File: config.mk
export PLATFORM = sky130hd
export DESIGN_NAME = debug_dump_sequencer_flat
export DESIGN_NICKNAME = d
export VERILOG_FILES = /design/src/rtl/debug_pkg.sv /design/src/rtl/debug_dump_sequencer_if.sv /design/src/rtl/debug_dump_sequencer_word_serializer.sv /design/src/rtl/debug_dump_sequencer.sv /design/src/flat_wrapper.sv
export SDC_FILE = /design/constraint.sdc
export NUM_CORES = 1
export LEC_CHECK = 0
export CORE_UTILIZATION = 40
export DETAILED_ROUTE_END_ITERATION = 8
export PLACE_DENSITY_LB_ADDON = 0.05
export SYNTH_ARGS = -nofsm -noshare
export SYNTH_HDL_FRONTEND = slang
export SYNTH_SLANG_ARGS = --single-unit
File: constraint.sdc
create_clock -name i_clk -period 4.3 [get_ports i_clk]
set_input_delay 0.86 -clock i_clk [delete_from_list [all_inputs] [get_ports i_clk]]
set_output_delay 0.86 -clock i_clk [all_outputs]
set_load 0.05 [all_outputs]
File: src/rtl/debug_pkg.sv
// rtl/debug_pkg.sv - shared types and sizing helpers for the debug dump sequencer
package debug_pkg;

    typedef enum logic [2:0] {
        IDLE,
        SETUP,
        LATCH,
        SEND,
        ADVANCE,
        CHKSUM,
        DONE
    } state_e;

    typedef enum logic [1:0] {
        SRC_PC,
        SRC_REG,
        SRC_MEM
    } src_e;

    localparam int DEF_DATA_SZ    = 32;
    localparam int DEF_BYTE_W     = 8;
    localparam int BYTES_PER_WORD = DEF_DATA_SZ / DEF_BYTE_W;

    function automatic int bytes_per_word(input int data_sz, input int byte_w);
        return data_sz / byte_w;
    endfunction

endpackage

File: src/rtl/debug_dump_sequencer_if.sv
// rtl/debug_dump_sequencer_if.sv - debug read bus and UART TX FIFO handshake
interface debug_dump_sequencer_if #(
    parameter int DATA_SZ = 32,
    parameter int ADDR_W  = 5,
    parameter int BYTE_W  = 8
);
    logic [DATA_SZ-1:0] i_pc;
    logic [DATA_SZ-1:0] i_register_data;
    logic [DATA_SZ-1:0] i_memory_data;
    logic               i_tx_full;
    logic [ADDR_W-1:0]  o_addr;
    logic [BYTE_W-1:0]  o_w_data;
    logic               o_wr_uart;

    modport master (
        input  i_pc, i_register_data, i_memory_data, i_tx_full,
        output o_addr, o_w_data, o_wr_uart
    );

    modport slave (
        output i_pc, i_register_data, i_memory_data, i_tx_full,
        input  o_addr, o_w_data, o_wr_uart
    );
endinterface

File: src/rtl/debug_dump_sequencer_word_serializer.sv
// rtl/debug_dump_sequencer_word_serializer.sv - shifts a loaded word out LSB byte first under the tx_full handshake
module word_serializer #(
    parameter int DATA_SZ = 32,
    parameter int BYTE_W  = 8
) (
    input  logic               clk_i,
    input  logic               rst_ni,
    input  logic               load_i,
    input  logic [DATA_SZ-1:0] word_i,
    input  logic               en_i,
    input  logic               tx_full_i,
    output logic [BYTE_W-1:0]  byte_o,
    output logic               wr_o,
    output logic               last_byte_o
);
    localparam int BPW   = DATA_SZ / BYTE_W;
    localparam int IDX_W = (BPW > 1) ? $clog2(BPW) : 1;

    logic [DATA_SZ-1:0] shreg_q, shreg_d;
    logic [IDX_W-1:0]   idx_q, idx_d;

    // Strobe is gated combinationally by tx_full so no write ever lands on a full FIFO.
    assign wr_o        = en_i && !tx_full_i;
    assign byte_o      = shreg_q[BYTE_W-1:0];
    assign last_byte_o = wr_o && (idx_q == IDX_W'(BPW - 1));

    always_comb begin
        shreg_d = shreg_q;
        idx_d   = idx_q;
        if (load_i) begin
            shreg_d = word_i;
            idx_d   = '0;
        end else if (wr_o) begin
            shreg_d = shreg_q >> BYTE_W;
            idx_d   = idx_q + IDX_W'(1);
        end
    end

    always_ff @(posedge clk_i or negedge rst_ni) begin
        if (!rst_ni) begin
            shreg_q <= '0;
            idx_q   <= '0;
        end else begin
            shreg_q <= shreg_d;
            idx_q   <= idx_d;
        end
    end
endmodule

File: src/rtl/debug_dump_sequencer.sv
// rtl/debug_dump_sequencer.sv - dumps PC, register file and data memory to the UART TX FIFO
// Optional trailing XOR checksum byte: DEBUG_DUMP_CHECKSUM_EN
module debug_dump_sequencer
    import debug_pkg::*;
#(
    parameter int DATA_SZ = 32,
    parameter int ADDR_W  = 5,
    parameter int N_REGS  = 32,
    parameter int N_MEM   = 32,
    parameter int BYTE_W  = 8
) (
    input  logic                   i_clk,
    input  logic                   i_reset,
    input  logic                   i_start,
    debug_dump_sequencer_if.master bus,
    output logic                   o_busy,
    output logic                   o_done
);
    localparam int BPW = bytes_per_word(DATA_SZ, BYTE_W);
    localparam logic [ADDR_W-1:0] REG_LAST = ADDR_W'(N_REGS - 1);
    localparam logic [ADDR_W-1:0] MEM_LAST = ADDR_W'(N_MEM - 1);

    if (N_REGS > 2**ADDR_W || N_MEM > 2**ADDR_W || N_REGS < 1 || N_MEM < 1) begin : g_bad_depth
        $error("N_REGS/N_MEM must be in 1..2**ADDR_W");
    end
    if (DATA_SZ % BYTE_W != 0 || BPW < 1) begin : g_bad_width
        $error("DATA_SZ must be a non-zero multiple of BYTE_W");
    end

    state_e             state_q, state_d;
    src_e               src_q, src_d;
    logic [ADDR_W-1:0]  addr_q, addr_d;
    logic               load;
    logic [DATA_SZ-1:0] word_sel;
    logic [BYTE_W-1:0]  ser_byte;
    logic               ser_wr;
    logic               ser_last;
    logic               wr;
    logic [BYTE_W-1:0]  wdata;

    always_comb begin
        word_sel = bus.i_memory_data;
        if (src_q == SRC_PC)       word_sel = bus.i_pc;
        else if (src_q == SRC_REG) word_sel = bus.i_register_data;
    end

    word_serializer #(
        .DATA_SZ (DATA_SZ),
        .BYTE_W  (BYTE_W)
    ) u_ser (
        .clk_i       (i_clk),
        .rst_ni      (i_reset),
        .load_i      (load),
        .word_i      (word_sel),
        .en_i        (state_q == SEND),
        .tx_full_i   (bus.i_tx_full),
        .byte_o      (ser_byte),
        .wr_o        (ser_wr),
        .last_byte_o (ser_last)
    );

`ifdef DEBUG_DUMP_CHECKSUM_EN
    logic [BYTE_W-1:0] chk_q, chk_d;

    always_comb begin
        chk_d = chk_q;
        if (state_q == IDLE && i_start) chk_d = '0;
        else if (ser_wr)                chk_d = chk_q ^ ser_byte;
    end

    always_ff @(posedge i_clk or negedge i_reset) begin
        if (!i_reset) chk_q <= '0;
        else          chk_q <= chk_d;
    end
`endif

    always_comb begin
        state_d = state_q;
        src_d   = src_q;
        addr_d  = addr_q;
        load    = 1'b0;
        wr      = 1'b0;
        wdata   = '0;
        o_busy  = 1'b1;
        o_done  = 1'b0;
        case (state_q)
            IDLE: begin
                o_busy = 1'b0;
                if (i_start) begin
                    state_d = SETUP;
                    src_d   = SRC_PC;
                    addr_d  = '0;
                end
            end
            SETUP: state_d = LATCH;
            LATCH: begin
                load    = 1'b1;
                state_d = SEND;
            end
            SEND: begin
                wr    = ser_wr;
                wdata = ser_wr ? ser_byte : '0;
                if (ser_last) state_d = ADVANCE;
            end
            ADVANCE: begin
                state_d = SETUP;
                case (src_q)
                    SRC_PC: begin
                        src_d  = SRC_REG;
                        addr_d = '0;
                    end
                    SRC_REG: begin
                        if (addr_q == REG_LAST) begin
                            src_d  = SRC_MEM;
                            addr_d = '0;
                        end else begin
                            addr_d = addr_q + ADDR_W'(1);
                        end
                    end
                    default: begin
                        if (addr_q == MEM_LAST) begin
                            addr_d = '0;
`ifdef DEBUG_DUMP_CHECKSUM_EN
                            state_d = CHKSUM;
`else
                            state_d = DONE;
`endif
                        end else begin
                            addr_d = addr_q + ADDR_W'(1);
                        end
                    end
                endcase
            end
`ifdef DEBUG_DUMP_CHECKSUM_EN
            CHKSUM: begin
                wr    = !bus.i_tx_full;
                wdata = bus.i_tx_full ? '0 : chk_q;
                if (!bus.i_tx_full) state_d = DONE;
            end
`endif
            DONE: begin
                o_busy  = 1'b0;
                o_done  = 1'b1;
                state_d = IDLE;
            end
            default: state_d = IDLE;
        endcase
    end

    always_ff @(posedge i_clk or negedge i_reset) begin
        if (!i_reset) begin
            state_q <= IDLE;
            src_q   <= SRC_PC;
            addr_q  <= '0;
        end else begin
            state_q <= state_d;
            src_q   <= src_d;
            addr_q  <= addr_d;
        end
    end

    assign bus.o_addr    = addr_q;
    assign bus.o_wr_uart = wr;
    assign bus.o_w_data  = wdata;
endmodule

File: src/flat_wrapper.sv
// flat-port wrapper written by rule: the top's interface ports become plain ports
module debug_dump_sequencer_flat import debug_pkg::*;
#(
    parameter int DATA_SZ = 32,
    parameter int ADDR_W  = 5,
    parameter int N_REGS  = 32,
    parameter int N_MEM   = 32,
    parameter int BYTE_W  = 8
)
  (i_clk, i_reset, i_start, o_busy, o_done, bus_i_pc, bus_i_register_data, bus_i_memory_data, bus_i_tx_full, bus_o_addr, bus_o_w_data, bus_o_wr_uart);
  debug_dump_sequencer_if #(.DATA_SZ(DATA_SZ), .ADDR_W(ADDR_W), .BYTE_W(BYTE_W)) bus_i ();
  input  logic i_clk;
  input  logic i_reset;
  input  logic i_start;
  output logic o_busy;
  output logic o_done;
  input wire logic [$bits(bus_i.i_pc)-1:0] bus_i_pc;
  input wire logic [$bits(bus_i.i_register_data)-1:0] bus_i_register_data;
  input wire logic [$bits(bus_i.i_memory_data)-1:0] bus_i_memory_data;
  input wire logic [$bits(bus_i.i_tx_full)-1:0] bus_i_tx_full;
  output wire logic [$bits(bus_i.o_addr)-1:0] bus_o_addr;
  output wire logic [$bits(bus_i.o_w_data)-1:0] bus_o_w_data;
  output wire logic [$bits(bus_i.o_wr_uart)-1:0] bus_o_wr_uart;
  assign bus_i.i_pc = bus_i_pc;
  assign bus_i.i_register_data = bus_i_register_data;
  assign bus_i.i_memory_data = bus_i_memory_data;
  assign bus_i.i_tx_full = bus_i_tx_full;
  assign bus_o_addr = bus_i.o_addr;
  assign bus_o_w_data = bus_i.o_w_data;
  assign bus_o_wr_uart = bus_i.o_wr_uart;
  debug_dump_sequencer #(.DATA_SZ(DATA_SZ), .ADDR_W(ADDR_W), .N_REGS(N_REGS), .N_MEM(N_MEM), .BYTE_W(BYTE_W)) u_core (.i_clk(i_clk), .i_reset(i_reset), .i_start(i_start), .bus(bus_i), .o_busy(o_busy), .o_done(o_done));
endmodule
==> metrics.csv, run 1 <==
stage,metric,value,unit
cts,cts_hold_buf,0,
worst_setup_path,path_class,in2out,
grt,use_met1,0.296,
synth,ys_seq_area_frac,0.396,
sta,relSlewSlack,0.344,
worst_setup_path,cp_num_buf_inv,3,
sta,slew_violations,0,
finish,final_area,4120,sq um
synth,synth_area,2780,sq um
finish,seq_area,1100,sq um
worst_setup_path,required,3440,ps
synth,yosysMostFrequentCell,dfrtp_1,
floorplanning,die-area,7280,sq um
placement,portBuffers,115,
worst_setup_path,critPathTopFamily,buffers and inverters,
power,p_per_area,451,nW/um^2
synth,async_flop_share,1.00,
sta,finalClockSkew,12.4,ps
placement,dpl_cell_area,4010,sq um
drt,viasPerCell,5.36,
sta,fin_crit_sh,0.740,
grt,grt_overflow_total,0,
min_path,hold_path_class,reg2reg,
cts,cts_sinks,44,
worst_setup_path,crit_path_cell_trace,clkdlybuf4s50_1 > nand4bb_1 > inv_1 > and2_1 > buf_12,
power,peakVddDrop,0.181,mV
finish,area_growth_syn_to_layout,48.2,%
synth,synth_ff_type,dfrtp_1,
cts,postCtsSetupBuffers,0,
synth,syn_avg_cell_area,9.78,sq um
worst_setup_path,critPathMaxStageDelay,430,ps
grt,grt_pass1_wl,11.6,mm
finish,n_fill_cell,594,
placement,place_congestion,0.752,
worst_setup_path,worstPathArrival,2320,ps
sta,worst_pin_slew,984,ps
sta,fmax,0.314,GHz
sta,finalSetupTns,0,ps
finish,multi_input_area,1530,sq um
grt,grt_usage,0.199,
sta,rsz0062_at_grt,no,
floorplanning,boundaryPins,116,
cts,cts_made_buffers,5,
drt,routed_wl,7.00,mm
finish,diodes,0,
finish,nNetsFinal,488,
worst_setup_path,start_kind,input pin,
sta,holdWs,514,ps
synth,yosysTopAreaCellShare,0.396,
floorplanning,num_rows,30,
grt,use_met3,0.0379,
drt,first_pass_iters,4,
synth,ys_seq_elements,44,
worst_setup_path,crit_path_end_kind,primary output,
synth,synth_cell_type_count,35,
grt,grt_max_degree,45,
grt,antenna_found_initial,0,
synth,ys_warn_count,0,
cts,htreeDepth,2,
synth,yosys.area.top_type,dfrtp_1,
floorplanning,die_x,85.3,um
worst_setup_path,path_max_fanout,12,
grt,gr-max-usage-layer,met2,
synth,synth_edf_count,0,
drt,wire_per_inst,15.0,um
floorplanning,start_util,0.411,
synth,syn_nets,387,
cts,ctsResizeCount,0,
sta,hold_viol_final,0,
power,p_leak,0.00161,uW
worst_setup_path,critPathSlowestCell,clkdlybuf4s50_1,
cts,clockBufferDepth,2,
drt,drc_errors,0,
job,drv_cap,0,
cts,cts_root_buf,clkbuf_8,
grt,grt_use_met2,0.300,
cts,cts_tree,built,
synth,synthCells,284,
cts,path_clk_slew,80,ps
finish,drive_above_1_share,0.189,
synth,synthTopCellsByArea,"dfrtp_1 (40%), mux2_2 (10%), o22ai_2 (9.0%), a21oi_1 (4.9%), nor3_1 (4.5%)",
run_status,status,"complete, no violations",
sta,layout_min_cycle_time,3180,ps
sta,setup_viol,0,
floorplanning,coreArea,6760,sq um
drt,drt_iter0_drc,105,
power,p_total,1860,uW
placement,dpl.hpwl,4.94,mm
cts,clk-insertion-delay-late,300,ps
drt,antenna_left,0,
drt,via_count,2496,
floorplanning,die_h,85.3,um
grt,grt_pass1_vias,2378,
synth,synth_commonest_cells,"dfrtp_1 (44), nor2_1 (31), a21oi_1 (27), mux2_2 (25), nor3_1 (25)",
flip-flops by register name, indices dropped and copies added, names as in the netlist:
| register | flops |
|---|---|
| u_core.bus.o_addr | 5 |
| u_core.src_q | 2 |
| u_core.state_q | 3 |
| u_core.u_ser.idx_q | 2 |
| u_core.u_ser.shreg_q | 32 |
power breakdown:
group	internal, uW	switching [uW]	leakage (uW)	total, uW
Combinational	415	445	0.00103	859
Sequential	574	108	0.000531	682
Clock	172	144	0.0000541	316
Total	1160	696	0.00161	1860
per-layer routing:
metal  vias up  part of all wire  wire length (um)
met5         -                 0                 0
met4         0            0.0070                49
met3         5             0.059               410
met2        72              0.44              3060
met1      1179              0.50              3480
li1       1240                 -                 -
stage by stage:
stage	util	cells	worst slack, ps
2_1_floorplan	-	284	1060
3_3_place_gp	0.593	458	1140
3_5_place_dp	0.593	458	1100
4_1_cts	0.609	466	1090
5_1_grt	0.609	466	1010
6_report	0.609	466	1120
cell usage in the layout, fill, tap and decap left out, drive strengths merged:
| cell type | count |
|---|---|
| a21oi | 27 |
| or3 | 1 |
| mux2i | 9 |
| clkdlybuf4s50 | 105 |
| nor2b | 3 |
| o22ai | 24 |
| dfrtp | 44 |
| inv | 2 |
| clkinv | 1 |
| clkinvlp | 1 |
| a31oi | 1 |
| nor4b | 1 |
| and3 | 1 |
| bufinv | 1 |
| nor3b | 2 |
| nand4 | 2 |
| nand4bb | 2 |
| nand2 | 12 |
| nor2 | 31 |
| mux2 | 25 |
| ha | 3 |
| o21ai | 13 |
| and2b | 1 |
| and3b | 2 |
| and2 | 8 |
| or4b | 2 |
| nand3b | 1 |
| a221o | 1 |
| nor3 | 25 |
| xnor2 | 2 |
| clkbuf | 5 |
| buf | 14 |
| a22o | 11 |
| nand3 | 2 |
| or3b | 1 |
cell families (layout without fill, tap and decap cells):
family	count (synthesis)	count (layout)	share of synthesized area
AO/OA/AOI/OAI	77	77	0.212
XOR/XNOR	2	2	0.00631
adder cells (fa/ha/maj)	3	3	0.0135
buffers and inverters	27	129	0.0554
flip-flops	44	44	0.396
multiplexers	34	34	0.134
AND/OR/NAND/NOR	97	97	0.183
cell type report:
| class | count | share of cell area |
|---|---|---|
| clock inverters | 3 | 0.0103 |
| repair buffers | 119 | 0.308 |
| inverters | 2 | 0.00182 |
| clock buffers | 5 | 0.0167 |
| well taps | 80 | 0.0243 |
| flip-flops and latches | 44 | 0.268 |
| multi-input cells | 213 | 0.372 |
path summary, 6_finish.rpt:
kind | startpoint | endpoint | slack [ps] | cells after the start
setup / recovery | bus_i_tx_full | bus_o_w_data[3] | 1120 | 5
min in group asynchronous | i_reset | u_core.u_ser.shreg_q[4] | 730 | 1
setup reg to reg | u_core.src_q[1] | u_core.u_ser.shreg_q[14] | 1940 | 3
max in group asynchronous | i_reset | u_core.src_q[0] | 2900 | 1
hold reg to reg | u_core.u_ser.shreg_q[28] | u_core.u_ser.shreg_q[28] | 510 | 1
hold / removal | u_core.u_ser.shreg_q[28] | u_core.u_ser.shreg_q[28] | 510 | 1
worst register-to-register path: stages, from the launching register on:
cell       delay, ps
dfrtp_1          780
nand4bb_2        860
o22ai_2          510
nor3_1           100
Power figures use the tool's default switching activity.
==> inputs of run 2 (changes only) <==
==> constraint.sdc (replaced) <==
create_clock -name i_clk -period 3.12 [get_ports i_clk]
set_input_delay 0.624 -clock i_clk [delete_from_list [all_inputs] [get_ports i_clk]]
set_output_delay 0.624 -clock i_clk [all_outputs]
set_load 0.05 [all_outputs]
==> run 2 against run 1 <==
Compared with the run above:
- final area increased by 0.91%
- total power increased by 40%
- clock skew decreased by 5.7 ps
- sequential share of layout area decreased by 0.24 points
- final cell count increased by 0.64%
- worst setup slack got worse by 700 ps
- critical path type is now reg2out
==> metrics.csv, run 2 (same netlist as run 1, synthesis figures left out) <==
stage,metric,value,unit,change
run_status,status,"complete, no violations",,
worst_setup_path,critPathSlowestCell,clkdlybuf4s50_1,,
finish,nNetsFinal,491,,+0.61%
floorplanning,die_h,85.3,um,unchanged
finish,diodes,0,,unchanged
floorplanning,die_x,85.3,um,unchanged
drt,antenna_left,0,,unchanged
finish,area_growth_syn_to_layout,49.6,%,
cts,clockBufferDepth,2,,unchanged
finish,regMostFlops,u_core.u_ser.shreg_q,,
placement,dpl_cell_area,4030,sq um,+0.56%
drt,viasPerCell,5.21,,-2.7%
drt,drt_iter0_drc,106,,+0.95%
cts,postCtsSetupBuffers,0,,unchanged
finish,final_common_cell,clkdlybuf4s50_1,,
cts,ctsResizeCount,0,,unchanged
drt,drc_errors,0,,unchanged
sta,finalClockSkew,6.64,ps,-5.74 ps
sta,worst_pin_slew,976,ps,-7.78 ps
sta,setup_viol,0,,unchanged
sta,fin_crit_sh,0.867,,
floorplanning,start_util,0.411,,unchanged
power,peakVddDrop,0.219,mV,+22%
grt,grt_pass1_wl,11.4,mm,-1.6%
worst_setup_path,crit_path_cell_trace,and2b_1 > or3_1 > clkdlybuf4s50_1,,
floorplanning,die-area,7280,sq um,unchanged
worst_setup_path,path_max_fanout,13,,+1
cts,path_clk_slew,80,ps,about the same
grt,grt_usage,0.197,,-0.00224
worst_setup_path,reg2reg_depth,4,,+1
cts,cts_made_buffers,5,,unchanged
cts,clk-insertion-delay-late,300,ps,about the same
drt,wire_per_inst,14.6,um,-2.6%
finish,drive_above_1_share,0.195,,+0.00625
sta,rsz0062_at_grt,no,,
power,p_per_area,627,nW/um^2,+39%
floorplanning,boundaryPins,116,,unchanged
worst_setup_path,start_kind,flop,,
grt,grt_max_degree,45,,unchanged
finish,largest_register_ffs,32,,unchanged
grt,grt_overflow_total,0,,unchanged
worst_setup_path,critPathMaxStageDelay,700,ps,+270 ps
floorplanning,num_rows,30,,unchanged
worst_setup_path,crit_path_end_kind,primary output,,
drt,first_pass_iters,4,,unchanged
placement,portBuffers,115,,unchanged
grt,antenna_found_initial,0,,unchanged
finish,final_area,4160,sq um,+0.91%
finish,layout_common_cells,"clkdlybuf4s50_1 (105), dfrtp_1 (43), nor2_1 (31), a21oi_1 (27)",,
placement,dpl.hpwl,5.04,mm,+2.1%
worst_setup_path,worstPathArrival,2080,ps,-240 ps
grt,grt_pass1_vias,2412,,+1.4%
sta,finalSetupTns,0,ps,unchanged
power,p_leak,0.00164,uW,+1.5%
min_path,hold_path_class,in2async,,
cts,cts_sinks,44,,unchanged
sta,slew_violations,0,,unchanged
sta,layout_min_cycle_time,2710,ps,
worst_setup_path,required,2500,ps,-940 ps
cts,cts_tree,built,,
drt,routed_wl,6.86,mm,-2.0%
drt,via_count,2444,,-2.1%
worst_setup_path,path_class,reg2out,,
placement,place_congestion,0.741,,-1.5%
cts,cts_hold_buf,0,,unchanged
floorplanning,coreArea,6760,sq um,unchanged
power,p_total,2610,uW,+40%
job,drv_cap,0,,unchanged
sta,holdWs,482,ps,-32.2 ps
sta,hold_viol_final,0,,unchanged
cts,htreeDepth,2,,unchanged
sta,fmax,0.370,GHz,
cts,cts_root_buf,clkbuf_8,,
sta,relSlewSlack,0.349,,+0.00518
==> run 2: layer usage <==
metal / vias up / share of wire / track usage
met2: 77 / 0.44 / 0.312
met1: 1110 / 0.48 / 0.269
met5: - / 0 / 0
met3: 5 / 0.065 / 0.0486
li1: 1252 / - / -
met4: 0 / 0.011 / 0.0545
==> run 2: final timing paths <==
| check | from | to | slack, ps |
|---|---|---|---|
| worst min register to register | u_core.u_ser.shreg_q[27] | u_core.u_ser.shreg_q[27] | 510 |
| worst min-delay path | i_reset | u_core.u_ser.shreg_q[2] | 480 |
| worst max-delay path | u_core.state_q[1] | o_busy | 410 |
| min in group i_clk | u_core.u_ser.shreg_q[27] | u_core.u_ser.shreg_q[27] | 510 |
| max in group asynchronous | i_reset | u_core.src_q[0] | 1980 |
| worst max register to register | u_core.src_q[1] | u_core.u_ser.shreg_q[1] | 890 |
==> run 2: final cells by class <==
| class | instances | area (sq um) |
|---|---|---|
| inverters | 2 | 7.51 |
| well taps | 80 | 100 |
| clock inverters | 1 | 30.0 |
| fillers | 600 | 2600 |
| flip-flops and latches | 44 | 1100 |
| clock buffers | 7 | 96.3 |
| repair buffers | 122 | 1290 |
| multi-input cells | 213 | 1530 |
==> run 2: worst max-delay path, delay by kind of cell (launching register included) <==
kind | cells | cell delay (ps)
and+or+nand+nor | 2 | 520
buffers and inverters | 1 | 700
DFF | 1 | 570
==> run 2: metrics by stage <==
step / util / worst slack [ps] / cells
final: 0.615 / 414 / 469
after global routing: 0.615 / 334 / 469
after CTS: 0.615 / 401 / 469
after detailed placement: 0.596 / 612 / 461
after global placement: 0.596 / 633 / 461
after floorplan: - / 353 / 284
==> run 2: power by group <==
group	internal [uW]	leakage (uW)	total [uW]	switching (uW)
Combinational	583	0.00104	1190	611
Clock	282	0.0000645	474	191
Sequential	792	0.000531	940	148
Total	1660	0.00164	2610	950
==> inputs of run 3 (changes only) <==
--- a/config.mk
+++ b/config.mk
@@ -8,6 +8,7 @@
 export CORE_UTILIZATION = 40
 export DETAILED_ROUTE_END_ITERATION = 8
 export PLACE_DENSITY_LB_ADDON = 0.05
+export SLEW_MARGIN = 20
 export SYNTH_ARGS = -nofsm -noshare
 export SYNTH_HDL_FRONTEND = slang
 export SYNTH_SLANG_ARGS = --single-unit
==> run 3 against run 2 <==
Compared with the run above:
- register-to-register slack hardly changed
- clock skew hardly changed
- maximum frequency hardly changed
- final cell count is 0.21% higher
- via count is 0.98% higher
- non-clock buffer count is 1 higher
- clock power hardly changed
- critical path depth stayed put
- sequential cell count stayed put
- first-iteration DRC count is 2.8% higher
- combinational power hardly changed
- largest power group unchanged
==> metrics.csv, run 3 (same netlist as run 1, synthesis figures left out) <==
stage,metric,value,unit,change
grt,grt_pass1_wl,11.4,mm,unchanged
floorplanning,coreArea,6760,sq um,unchanged
floorplanning,die_h,85.3,um,unchanged
drt,first_pass_iters,4,,unchanged
cts,cts_made_buffers,5,,unchanged
power,p_int,1660,uW,+0.22%
finish,area_growth_syn_to_layout,50.6,%,
worst_setup_path,crit_path_cell_trace,and2b_1 > or3_1 > clkdlybuf4s50_1,,
floorplanning,boundaryPins,116,,unchanged
worst_setup_path,worstReg2RegStart,u_core.src_q[1],,
drt,via_count,2468,,+0.98%
power,peakVddDrop,0.220,mV,+0.12%
sta,relSlewSlack,0.459,,+0.110
power,pwr-share-clk,0.182,,about the same
finish,final_common_cell,clkdlybuf4s50_1,,
finish,multi_input_area,1530,sq um,unchanged
worst_setup_path,worst-path-stages,3,,unchanged
worst_setup_path,cp_num_buf_inv,1,,unchanged
finish,largest_register_ffs,32,,unchanged
worst_setup_path,reg2reg_depth,4,,unchanged
sta,worst_pin_slew,811,ps,-165 ps
floorplanning,die-area,7280,sq um,unchanged
drt,routed_wl,6.90,mm,+0.58%
floorplanning,num_rows,30,,unchanged
worst_setup_path,path_max_fanout,13,,unchanged
cts,clockBufferDepth,2,,unchanged
cts,cts_tree,built,,
finish,drive_above_1_share,0.197,,+0.00206
drt,drt_iter0_drc,109,,+2.8%
floorplanning,die_x,85.3,um,unchanged
power,combPwrFrac,0.458,,about the same
grt,grt_max_degree,45,,unchanged
drt,drc_errors,0,,unchanged
worst_setup_path,crit_path_end_kind,primary output,,
cts,cts_hold_buf,0,,unchanged
placement,portBuffers,115,,unchanged
grt,antenna_found_initial,0,,unchanged
sta,slew_violations,0,,unchanged
placement,place_congestion,0.741,,unchanged
sta,setup_viol,0,,unchanged
worst_setup_path,start_kind,flop,,
power,p_leak,0.00165,uW,+0.77%
grt,grt_usage,0.197,,unchanged
sta,rsz0062_at_grt,no,,
cts,cts_root_buf,clkbuf_8,,
power,switching_share,0.365,,+0.000642
cts,path_clk_slew,80,ps,about the same
drt,wire_per_inst,14.7,um,+0.37%
worst_setup_path,path_class,reg2out,,
worst_setup_path,r2r_end,u_core.u_ser.shreg_q[1],,
cts,clk-insertion-delay-late,300,ps,about the same
finish,diodes,0,,unchanged
finish,seq_area,1100,sq um,unchanged
floorplanning,start_util,0.411,,unchanged
power,power_switching,955,uW,+0.50%
job,drv_cap,0,,unchanged
grt,grt_pass1_vias,2412,,unchanged
finish,layout_common_cells,"clkdlybuf4s50_1 (105), dfrtp_1 (43), nor2_1 (31), a21oi_1 (27)",,
finish,layout.cells.non_filler,470,,+0.21%
sta,hold_viol_final,0,,unchanged
worst_setup_path,worstPathArrival,2080,ps,about the same
cts,htreeDepth,2,,unchanged
sta,fin_crit_sh,0.866,,about the same
placement,dp_cells,461,,unchanged
cts,ctsResizeCount,0,,unchanged
cts,postCtsSetupBuffers,0,,unchanged
worst_setup_path,critPathTopFamily,buffers and inverters,,
placement,dpl.hpwl,5.04,mm,unchanged
min_path,hold_path_class,in2async,,
drt,antenna_left,0,,unchanged
worst_setup_path,critPathMaxStageDelay,700,ps,about the same
sta,fmax,0.370,GHz,about the same
power,pwr-share-seq,0.360,,about the same
power,p_per_area,625,nW/um^2,-0.34%
worst_setup_path,r2r_slack,900,ps,about the same
sta,finalClockSkew,6.41,ps,-0.232 ps
sta,finalSetupTns,0,ps,unchanged
cts,cts_sinks,44,,unchanged
finish,nNetsFinal,492,,+0.20%
grt,grt_overflow_total,0,,unchanged
run_status,status,"complete, no violations",,
drt,viasPerCell,5.25,,+0.77%
finish,regMostFlops,u_core.u_ser.shreg_q,,
sta,layout_min_cycle_time,2700,ps,-2.62 ps
finish,n_fill_cell,595,,-0.83%
worst_setup_path,required,2500,ps,about the same
worst_setup_path,critPathSlowestCell,clkdlybuf4s50_1,,
-- run 3: cell types whose count changed in the layout (fill, tap and decap cells not counted) --
cell,delta
buf_16,+1
-- run 3: metrics by stage --
step	util	area (sq um)	power (uW)	hold slack (ps)	worst slack [ps]
finish	0.619	4180	2620	296	417
CTS	0.615	4160	2630	516	401
global placement	0.596	4030	2130	489	633
floorplan	-	2780	1650	328	353
detailed placement	0.596	4030	2160	490	612
global route	0.619	4180	2780	322	334
-- run 3: how the worst max path moves through the flow --
stage                                  from              end  slack [ps]
after floorplan               bus_i_tx_full  bus_o_w_data[0]         350
after global placement        bus_i_tx_full  bus_o_w_data[7]         630
after global routing      u_core.state_q[1]           o_busy         330
after detailed placement      bus_i_tx_full  bus_o_w_data[3]         610
final                     u_core.state_q[1]           o_busy         420
after CTS                 u_core.state_q[1]           o_busy         400
-- run 3: power groups by stage --
stage | registers, uW | clock network (uW) | logic, uW
after detailed placement | 951 | 0 | 1200
after global placement | 946 | 0 | 1190
after CTS | 940 | 486 | 1210
after global routing | 971 | 506 | 1310
final | 942 | 475 | 1200
after floorplan | 889 | 0 | 763
-- run 3: worst reg2reg max path: cells and delay by family, from the launching register on --
family,cells,cell delay (ps)
flops,1,620
compound gates,1,170
simple gates,2,990
buf+inv,1,340
-- run 3: routing by layer --
metal  GRT usage  part of all wire
met3      0.0486             0.063
met2       0.312              0.44
met1       0.269              0.48
met5           0                 0
met4      0.0545             0.011
-- run 3: cell type report --
class / instances / area share
tap: 80 / 0.0239
clock inverter: 1 / 0.00718
sequential: 44 / 0.264
clock buffer: 7 / 0.0230
multi-input combinational: 213 / 0.366
timing repair buffer: 123 / 0.315
inverter: 2 / 0.00179
